[src/rtl/instruction_fetch_queue.sv]
// rtl/instruction_fetch_queue.sv - PC generation, synchronous instruction fetch and PC-tagged fetch FIFO
module instruction_fetch_queue #(
  parameter int                    DATA_WIDTH = 32,
  parameter int                    DEPTH      = 4,
  parameter logic [DATA_WIDTH-1:0] RESET_PC   = 32'h0010_0000,
  parameter logic [DATA_WIDTH-1:0] NOP_INST   = 32'h0000_0013
) (
  input  logic                  clk,
  input  logic                  reset,
  output logic                  imem_en,
  output logic [DATA_WIDTH-1:0] imem_addr,
  input  logic [DATA_WIDTH-1:0] imem_rdata,
  input  logic                  Read_enable,
  input  logic                  jump_branch_valid,
  input  logic [DATA_WIDTH-1:0] jump_branch_address,
  output logic [DATA_WIDTH-1:0] Instruction,
  output logic [DATA_WIDTH-1:0] PC_out,
  output logic                  empty,
  output logic                  full
);

  localparam int              PTR_W     = (DEPTH > 1) ? $clog2(DEPTH) : 1;
  localparam int              CNT_W     = $clog2(DEPTH + 1);
  localparam logic [CNT_W:0]  DEPTH_OCC = (CNT_W + 1)'(DEPTH);
  localparam logic [CNT_W-1:0] DEPTH_CNT = CNT_W'(DEPTH);

  logic [DATA_WIDTH-1:0]   pc_q, pc_d;
  logic                    inflight_q, inflight_d;
  logic [DATA_WIDTH-1:0]   inflight_pc_q, inflight_pc_d;
  logic [PTR_W-1:0]        wr_ptr_q, wr_ptr_d;
  logic [PTR_W-1:0]        rd_ptr_q, rd_ptr_d;
  logic [CNT_W-1:0]        count_q, count_d;
  logic [2*DATA_WIDTH-1:0] mem_q [DEPTH];

  logic [CNT_W:0]          occupancy;
  logic                    issue;
  logic                    wr_en;
  logic                    rd_en;
  logic [2*DATA_WIDTH-1:0] head;

  // Occupancy counts the in-flight fetch so a returning word always has a slot.
  always_comb begin
    occupancy = {1'b0, count_q} + {{CNT_W{1'b0}}, inflight_q};
    issue     = reset & ~jump_branch_valid & (occupancy < DEPTH_OCC);
    wr_en     = inflight_q & ~jump_branch_valid;
    rd_en     = Read_enable & (count_q != '0) & ~jump_branch_valid;

    pc_d          = pc_q;
    inflight_d    = 1'b0;
    inflight_pc_d = inflight_pc_q;
    wr_ptr_d      = wr_ptr_q;
    rd_ptr_d      = rd_ptr_q;
    count_d       = count_q;

    if (jump_branch_valid) begin
      pc_d     = jump_branch_address;
      wr_ptr_d = '0;
      rd_ptr_d = '0;
      count_d  = '0;
    end else begin
      if (issue) begin
        inflight_d    = 1'b1;
        inflight_pc_d = pc_q;
        pc_d          = pc_q + DATA_WIDTH'(1);
      end
      if (wr_en) wr_ptr_d = wr_ptr_q + PTR_W'(1);
      if (rd_en) rd_ptr_d = rd_ptr_q + PTR_W'(1);
      case ({wr_en, rd_en})
        2'b10:   count_d = count_q + CNT_W'(1);
        2'b01:   count_d = count_q - CNT_W'(1);
        default: count_d = count_q;
      endcase
    end
  end

  always_ff @(posedge clk or negedge reset) begin
    if (!reset) begin
      pc_q          <= RESET_PC;
      inflight_q    <= 1'b0;
      inflight_pc_q <= '0;
      wr_ptr_q      <= '0;
      rd_ptr_q      <= '0;
      count_q       <= '0;
    end else begin
      pc_q          <= pc_d;
      inflight_q    <= inflight_d;
      inflight_pc_q <= inflight_pc_d;
      wr_ptr_q      <= wr_ptr_d;
      rd_ptr_q      <= rd_ptr_d;
      count_q       <= count_d;
    end
  end

  // Storage needs no reset: a slot is only read once count covers it.
  always_ff @(posedge clk) begin
    if (wr_en) mem_q[wr_ptr_q] <= {imem_rdata, inflight_pc_q};
  end

  always_comb begin
    head        = mem_q[rd_ptr_q];
    empty       = (count_q == '0);
    full        = (count_q == DEPTH_CNT);
    imem_en     = issue;
    imem_addr   = pc_q;
    Instruction = empty ? NOP_INST : head[2*DATA_WIDTH-1:DATA_WIDTH];
    PC_out      = empty ? '0 : head[DATA_WIDTH-1:0];
  end

endmodule

[config.mk]
export PLATFORM = sky130hd
export DESIGN_NAME = instruction_fetch_queue
export DESIGN_NICKNAME = d
export VERILOG_FILES = /design/src/rtl/instruction_fetch_queue.sv
export SDC_FILE = /design/constraint.sdc
export NUM_CORES = 1
export LEC_CHECK = 0
export CAP_MARGIN = 20
export CORE_ASPECT_RATIO = 1.4
export CORE_MARGIN = 1
export CORE_UTILIZATION = 60
export DETAILED_ROUTE_END_ITERATION = 10
export PLACE_DENSITY_LB_ADDON = 0.12
export SLEW_MARGIN = 20
export SYNTH_ARGS = -nofsm -noshare
export SYNTH_HDL_FRONTEND = slang
export SYNTH_SLANG_ARGS = --single-unit
[constraint.sdc]
create_clock -name clk -period 5.45 [get_ports clk]
set_input_delay 0.8175 -clock clk [delete_from_list [all_inputs] [get_ports clk]]
set_output_delay 0.8175 -clock clk [all_outputs]
set_load 0.03 [all_outputs]
# Word level (Yosys, flattened, before mapping)
# Memory sizes are Yosys's and may differ from the RTL's.
# Index checks and enable logic that the tools add are counted.
[totals]
output_inout_bits = 99
input_bits = 68
ramBits = 256
wordCells = 44
mem_count = 1
reg_bits = 72
[op_classes]
n_bitwise = 6
reduce_logical = 7
n_lt_le_gt_ge = 1
mux = 14
n_eq_ne = 3
addsub = 6
[memory_table]
columns = ["memory", "words", "word_bits", "read_ports", "rd_ports_with_merged_regs", "write_ports", "line", "text"]
rows = [
  ["mem_q", 4, 64, 1, 0, 1, "33", "logic [2*DATA_WIDTH-1:0] mem_q [DEPTH];"],
]
[op_table]
columns = ["operator", "n"]
rows = [
  ["two-way mux 32 bit", 4],
  ["adder 32 x 1 -> 32 bit, second input constant", 1],
  ["two-way mux 2 bit", 4],
  ["one-hot mux 3 bit (2 select lines)", 1],
  ["nonzero test 2 bit", 3],
  ["nonzero test 3 bit", 2],
  ["bitwise AND 1 bit", 5],
  ["adder 2 x 1 -> 2 bit, second input constant", 2],
  ["adder 3 x 1 -> 4 bit", 1],
  ["< comparator 4 x 3 -> 1 bit, second input constant", 1],
  ["two-way mux 1 bit", 4],
  ["adder 3 x 1 -> 3 bit, second input constant", 1],
  ["== test 3 bit, second input constant", 1],
  ["zero test 3 bit", 1],
  ["two-way mux 3 bit", 1],
  ["subtractor 3 x 1 -> 3 bit, second input constant", 1],
  ["== test 2 x 1 -> 1 bit, second input constant", 1],
  ["== test 2 bit, second input constant", 1],
  ["AND reduction 2 bit", 1],
  ["NOT 1 bit", 1],
]

# Logic depth before layout (Yosys ltp)
# Gate-level depths: netlist (run 1).
[logic_depth]
word_depth = 6
depth_mapped = 8
ltp_nobuf = 6

# Least setup slack after synthesis (run 1)
# Ideal clock, no wire load.
[synth_path]
path_kind = "in2reg"
startpoint = "input jump_branch_valid"
endpoint = "memory mem_q[0][0] (netlist name) (enable)"
path_buffers = 1
t_required_ns = 5.021
path_slack_ns = 2.324
setup_ns = 0.429
stages = 3
arrival_ns = 2.697
cell_sequence = "clkbuf_1 -> nor2b_1 -> and2_1"
[synth_between]
elab_chain_len = 4
[synth_rtl]
columns = ["item", "line", "text"]
rows = [
  ["from (decl)", "14", "input logic jump_branch_valid,"],
  ["NOT 1 bit (no source line)", "n/a", ""],
  ["bitwise AND 1 bit", "45", "wr_en = inflight_q & ~jump_branch_valid;"],
  ["two-way mux 1 bit", "96", "if (wr_en) mem_q[wr_ptr_q] <= {imem_rdata, inflight_pc_q};"],
  ["two-way mux 1 bit (not written as such)", "96", ""],
  ["to (decl)", "33", ""],
]
# Every way passes these cells.

# Worst setup path after layout (run 1)
[layout_path]
startpoint = "register rd_ptr_q[0]"
endpoint = "output PC_out[15]"
[layout_between]
elab_chain_len = 2
[layout_rtl]
columns = ["item", "line", "text"]
rows = [
  ["from (decl)", "31", "logic [PTR_W-1:0] rd_ptr_q, rd_ptr_d;"],
  ["from (signal assigned)", "89", "rd_ptr_q <= rd_ptr_d;"],
  ["memory (4 x 64 bit)", "n/a", ""],
  ["two-way mux 32 bit", "106", "PC_out = empty ? '0 : head[DATA_WIDTH-1:0];"],
  ["to (decl)", "17", "output logic [DATA_WIDTH-1:0] PC_out,"],
]
# Every way passes these cells.

==> results of run 1 <==
==> sequential cells by signal, summed over array words and instances (netlist names) <==
name	cells
inflight_pc_q	32
count_q	3
mem_q	256
inflight_q	1
wr_ptr_q	2
rd_ptr_q	2
imem_addr	32
==> worst paths after layout <==
path	endpoint	slack, ns	cells past startpoint
max in group asynchronous	rd_ptr_q[0]	4.09	2
min reg2reg	mem_q[0][19]	0.51	0
min	imem_addr[30]	0.19	1
min in group clk	mem_q[0][19]	0.51	0
max reg2reg	count_q[2]	3.05	6
max	PC_out[15]	1.48	4
==> worst max-delay path, stage by stage, from the launching register on <==
cell	delay, ns
sky130_fd_sc_hd__dfrtp_4	0.89
sky130_fd_sc_hd__buf_12	0.33
sky130_fd_sc_hd__mux4_2	0.54
sky130_fd_sc_hd__nor2b_1	0.17
sky130_fd_sc_hd__clkdlybuf4s50_1	0.64
==> layer usage <==
| metal | part of all wire | up-vias |
|---|---|---|
| met1 | 0.40 | 4052 |
| li1 | - | 3542 |
| met5 | 0 | - |
| met3 | 0.068 | 50 |
| met2 | 0.51 | 345 |
| met4 | 0.023 | 0 |
==> power breakdown <==
part / switching [W] / internal, W / leakage (nW)
Combinational: 0.00125 / 0.000896 / 1.84
Clock: 0.000865 / 0.00107 / 0.431
Sequential: 0.000268 / 0.00300 / 3.22
Total: 0.00238 / 0.00497 / 5.49
==> layout make-up <==
class	instances	area (um^2)	area share
clock inverters	19	158	0.00971
well taps	297	372	0.0229
clock buffers	33	741	0.0456
inverters	10	37.5	0.00231
repair buffers	175	1730	0.107
flip-flops and latches	328	9500	0.585
multi-input cells	444	3690	0.228
==> kinds of logic (layout without fill, tap and decap cells) <==
logic type / after synthesis / count (layout) / synth area share
and+or+nand+nor: 294 / 294 / 0.115
buffers and inverters: 54 / 237 / 0.0161
adders and majority gates: 6 / 6 / 0.00617
muxes: 67 / 67 / 0.110
AOI/OAI and AO/OA: 73 / 73 / 0.0410
xor gates and xnor gates: 4 / 4 / 0.00262
DFF: 328 / 328 / 0.709
==> metrics by stage <==
step                power, W   util  setup slack, ns
finish               0.00735  0.743             1.48
global route         0.00763  0.743             1.29
CTS                  0.00739  0.743             1.40
detailed placement   0.00548  0.701             1.98
global placement     0.00544  0.701             1.96
floorplan            0.00455      -             2.32
==> placed cells by master (no fill, tap or decap), drive strengths merged, types with 2 or more instances in the layout <==
cell type and n:
a21oi 4, a221o 4, a22oi 10, a31o 3, a31oi 3, a32oi 2, and2 8, and3 3
buf 11, bufinv 2, clkbuf 33, clkdlybuf4s50 164, clkinv 12, clkinvlp 5, dfrtp 71, edfxtp 256
ha 5, inv 10, mux2i 2, mux4 64, nand2 119, nand3 21, nand4 13, nand4b 4
nor2 7, nor2b 63, nor3 19, nor3b 5, nor4 8, o211ai 7, o21ai 14, o311ai 20
or2 7, or3 2, or4 10, xnor2 3
==> run summary, run 1 <==
====================================================================================
Result of the run                                                          completed
Cell with the most instances after synthesis                            sky130_fd_sc_hd__edfxtp_1
Biggest area contributors in the synthesized netlist                    sky130_fd_sc_hd__edfxtp_1 (57%), sky130_fd_sc_hd__dfrtp_1 (13%), sky130_fd_sc_hd__mux4_2 (11%), sky130_fd_sc_hd__nand2_1 (3.3%), sky130_fd_sc_hd__nor2b_1 (2.9%)
Critical Path RT                                                             4.63 ns
Hold_ws                                                                     0.192 ns
Number of enable-type register cells in the synthesized netlist                  256
Die Wd                                                                        128 um
Fill count                                                                      1362
Largest net degree at the start of global routing                                 65
Layer with the highest usage after global routing                               met2
Layout cell share with drive strength beyond 1                                 0.143
Launch point of the worst path                                           rd_ptr_q[0]
Layout area overhead                                                           21.3%
Count of nets after finishing                                                   1061
Wire length per cell after detailed routing                                  21.3 um
Antenna Nets Post-Route                                                            0
I/O pins                                                                         167
Sequential area share after synthesis                                          0.709
Timing-limited maximum frequency                                             252 MHz
Initial detailed-routing violation count                                         607
VDD IR-drop max                                                             0.350 mV
DRT Wirelength                                                              27800 um
Final setup violation count                                                        0
Hold_buf cts                                                                       0
Seq cells post-synth                                                             328
Setup CP Type                                                                reg2out
Area of the mapped netlist                                                13400 um^2
Count of yosys warnings during synthesis                                           0
TritonCTS Sinks                                                                  328
Net count after synthesis                                                        900
Hpwl dp                                                                     16500 um
Tightest Pin Transition                                                      1.09 ns
Number of distinct library cells after synthesis                                  52
Skew-Pair Late Insertion Delay                                               0.53 ns
Clock Root Buffer                                                       sky130_fd_sc_hd__clkbuf_16
Leading area contributor after synthesis                                sky130_fd_sc_hd__edfxtp_1
Unrepaired setup endpoints after global routing                                   no
Max-capacitance violation count                                                    0
Number of max-slew violations in the final report                                  0
Tightest slew margin relative to the limit                                     0.269
Synth Instances                                                                  826
Height of the die                                                             179 um
Number of H-tree levels                                                            1
Total non-filler cell area in the finished layout                         16200 um^2
Leak Pwr                                                                     5.49 nW
Weighted congestion at the end of routability-driven global placement          0.899
Post-cts gate resize count                                                         0
Met1 usage                                                                     0.333
Detailed-route DRC error count                                                     0
Worst hold path type                                                        in2async
Placeable core region                                                     21900 um^2
ANT cells                                                                          0
R2R Path Start                                                            count_q[1]
Post-CTS setup repair buffer count                                                 0
Clock transition at the registers of the reported paths                      0.07 ns
Detailed-routing iteration count for the pre-antenna-repair pass                   5
Cell Area, Placed                                                         15300 um^2
Endpoint arrival time on the critical path                                   3.15 ns
Async S/R FF share, synth                                                      0.220
Area of the die                                                           22900 um^2
Global-route wire length before repair                                      43200 um
Final critical delay including setup and external delays                     3.97 ns
Crit. End Element                                                         output pin
Hold Fails Final Rpt                                                               0
Non-filler cells, final                                                         1306
Synth top cells by count                                                sky130_fd_sc_hd__edfxtp_1 (256), sky130_fd_sc_hd__nand2_1 (119), sky130_fd_sc_hd__dfrtp_1 (71)
Starting utilization of the core area                                          0.612
Number of placed cells counting well taps                                       1254
Met2 usage in global routing                                                   0.430
Worst clock skew                                                          0.00687 ns
Overall routing resource usage                                                 0.250
Core Rows                                                                         64
Power density over the cells                                             453 nW/um^2
Setup TNS after final layout                                                    0 ns
Total global routing overflow                                                      0
Crit-path max FO                                                                  35
Number of antenna violations at the first check in global routing                  0
TritonCTS Buffers                                                                 28
Kind of start point of the critical path                                    register
Commonest register cell after synthesis                                 sky130_fd_sc_hd__edfxtp_1
Via count of the first global-routing pass                                      7984
Met3 usage                                                                    0.0397
Via/cell ratio                                                                  6.12
Area share of the largest cell type after synthesis                            0.574
Avg Inst Size Synth                                                        16.2 um^2
Final period utilization                                                       0.728
Clock tree from TritonCTS                                                       done
Total via count after detailed routing                                          7989
Maximum count of clock buffers along a single path                                 3
Quantity of I/O buffers inserted on ports                                        166
====================================================================================
No activity file was read; power rests on OpenSTA's default activity.
==> run 2: changes to the inputs <==
--- a/config.mk
+++ b/config.mk
@@ -8,7 +8,7 @@
 export CAP_MARGIN = 20
 export CORE_ASPECT_RATIO = 1.4
 export CORE_MARGIN = 1
-export CORE_UTILIZATION = 60
+export CORE_UTILIZATION = 55
 export DETAILED_ROUTE_END_ITERATION = 10
 export PLACE_DENSITY_LB_ADDON = 0.12
 export SLEW_MARGIN = 20
==> constraint.sdc (replaced) <==
create_clock -name clk -period 3.7 [get_ports clk]
set_input_delay 0.555 -clock clk [delete_from_list [all_inputs] [get_ports clk]]
set_output_delay 0.555 -clock clk [all_outputs]
set_load 0.03 [all_outputs]
==> run summary, run 2 (synthesis results as in run 1) <==
======================================================================================
Result of the run                                                            completed
Post-cts gate resize count                                                           0   unchanged
Global-route wire length before repair                                        44300 um   +2.4%
Setup TNS after final layout                                                      0 ns   unchanged
Total power draw                                                              0.0109 W   +49%
Height of the die                                                               187 um   +4.4%
Number of antenna violations at the first check in global routing                    0   unchanged
Tightest Pin Transition                                                       0.943 ns   -0.144 ns
Worst hold path type                                                          in2async
Layout cell share with drive strength beyond 1                                   0.152   +0.00880
Final period utilization                                                         0.919
Detail Route met2 WL                                                          14000 um   -1.4%
Weighted congestion at the end of routability-driven global placement            0.905   +0.66%
Leak Pwr                                                                       5.62 nW   +2.4%
Quantity of I/O buffers inserted on ports                                          166   unchanged
Maximum count of clock buffers along a single path                                   3   unchanged
Power density over the cells                                               665 nW/um^2   +47%
Clock transition at the registers of the reported paths                        0.07 ns   about the same
Detailed-routing iteration count for the pre-antenna-repair pass                     5   unchanged
Highest signal layer in the routed design                                         met4
Number of flip-flops under the largest register name                               256   unchanged
Final critical delay including setup and external delays                       3.40 ns
Final setup violation count                                                          0   unchanged
Crit. End Element                                                           output pin
Largest net degree at the start of global routing                                   66   +1.5%
VDD IR-drop max                                                               0.437 mV   +25%
Total length of routed met3 wires                                              1620 um   -15%
Post-CTS setup repair buffer count                                                   0   unchanged
Wire length per cell after detailed routing                                    20.9 um   -2.0%
Layout area overhead                                                             23.0%
Timing-limited maximum frequency                                               294 MHz
Max-capacitance violation count                                                      0   unchanged
Via count of the first global-routing pass                                        8017   +0.41%
Tightest slew margin relative to the limit                                       0.366   +0.0964
Initial detailed-routing violation count                                           399   -34%
Clock Root Buffer                                                         sky130_fd_sc_hd__clkbuf_16
Number of H-tree levels                                                              1   unchanged
Dpl ws                                                                        0.741 ns   -1.24 ns
Core Rows                                                                           67   +4.7%
TritonCTS Buffers                                                                   29   +3.6%
Crit-path max FO                                                                    48   +37%
Skew-Pair Late Insertion Delay                                                 0.54 ns   about the same
Placeable core region                                                       23900 um^2   +9.3%
Antenna Nets Post-Route                                                              0   unchanged
Count of nets after finishing                                                     1075   +1.3%
Die Wd                                                                          134 um   +4.4%
Most common cell after layout, fill and taps aside                        sky130_fd_sc_hd__edfxtp_1
Total global routing overflow                                                        0   unchanged
Setup CP Type                                                                  reg2out
DRT Wirelength                                                                27800 um   about the same
Overall routing resource usage                                                   0.230   -0.0201
Starting utilization of the core area                                            0.560   -0.0520
Hold Fails Final Rpt                                                                 0   unchanged
Hold_buf cts                                                                         0   unchanged
Wl on met1                                                                    11300 um   +2.7%
ANT cells                                                                            0   unchanged
Number of max-slew violations in the final report                                    0   unchanged
Ordered cell list for the critical path                                   buf_4 -> mux4_2 -> nor2b_1 -> clkdlybuf4s50_1
Via/cell ratio                                                                    5.90   -3.6%
Fin worst setup slack                                                         0.298 ns   -1.18 ns
I/O pins                                                                           167   unchanged
Largest register by flop count                                                   mem_q
Total via count after detailed routing                                            7860   -1.6%
Crit-path max cell delay                                                       0.92 ns   +0.03 ns
Worst clock skew                                                             0.0141 ns   +0.00721 ns
Library cell contributing the largest single delay on the critical path   sky130_fd_sc_hd__dfrtp_4
Unrepaired setup endpoints after global routing                                     no
Detailed-route DRC error count                                                       0   unchanged
Clock tree from TritonCTS                                                         done
Critical Path RT                                                               3.14 ns   -1.49 ns
Hpwl dp                                                                       17700 um   +7.6%
Kind of start point of the critical path                                      register
Commonest cells after routing, fill and taps aside                        sky130_fd_sc_hd__edfxtp_1 (256), sky130_fd_sc_hd__clkdlybuf4s50_1 (164), sky130_fd_sc_hd__nand2_1 (118), sky130_fd_sc_hd__dfrtp_1 (69), sky130_fd_sc_hd__mux4_2 (64)
Endpoint arrival time on the critical path                                     2.85 ns   -0.30 ns
Area of the die                                                             25000 um^2   +9.0%
TritonCTS Sinks                                                                    328   unchanged
======================================================================================
run 2: worst max-delay path: cells and delay by family, from the launching register on:
kind                   cells  cell delay, ns
buffers and inverters      2            0.93
and+or+nand+nor            1            0.14
DFF                        1            0.92
muxes                      1            0.30
run 2: path summary, 6_finish.rpt:
check / depth (start not counted) / to / slack [ns] / start
min in group clk: 0 / mem_q[2][8] / 0.51 / inflight_pc_q[8]
hold reg to reg: 0 / mem_q[2][8] / 0.51 / inflight_pc_q[8]
setup / recovery: 4 / Instruction[28] / 0.30 / rd_ptr_q[1]
max in group asynchronous: 3 / rd_ptr_q[1] / 2.60 / reset
hold / removal: 2 / imem_addr[19] / 0.07 / reset
setup reg to reg: 5 / imem_addr[26] / 1.28 / imem_addr[1]
run 2: stage by stage:
stage	hold slack (ns)	cells	area [um^2]	utilization
final	0.0703	1333	16500	0.689
after detailed placement	0.509	1280	15500	0.650
after floorplan	0.259	826	13400	-
after global placement	0.494	1280	15500	0.650
after global routing	0.0712	1333	16500	0.689
after CTS	0.0648	1333	16500	0.689
run 2: final cells by class:
type,count,area [um^2]
tap,310,388
clock buffer,35,768
sequential,328,9500
inverter,10,37.5
fill,1695,7430
clock inverter,18,161
multi-input combinational,444,3700
timing repair buffer,188,1910
run 2: per-layer routing:
metal,up-vias,GRT usage
met5,-,0
met4,0,0.0760
met3,64,0.0296
met2,303,0.384
met1,3924,0.314
li1,3569,-
run 2: power breakdown:
part           internal [W]  switching [W]
Combinational       0.00137        0.00185
Clock               0.00168        0.00124
Sequential          0.00442       0.000375
==> run 3: changes to the inputs <==
--- a/config.mk
+++ b/config.mk
@@ -9,6 +9,7 @@
 export CORE_ASPECT_RATIO = 1.4
 export CORE_MARGIN = 1
 export CORE_UTILIZATION = 55
+export CTS_CLUSTER_DIAMETER = 60
 export DETAILED_ROUTE_END_ITERATION = 10
 export PLACE_DENSITY_LB_ADDON = 0.12
 export SLEW_MARGIN = 20
==> results of run 3 <==
The final DEF is identical to that of run 2; final timing and power are the same.
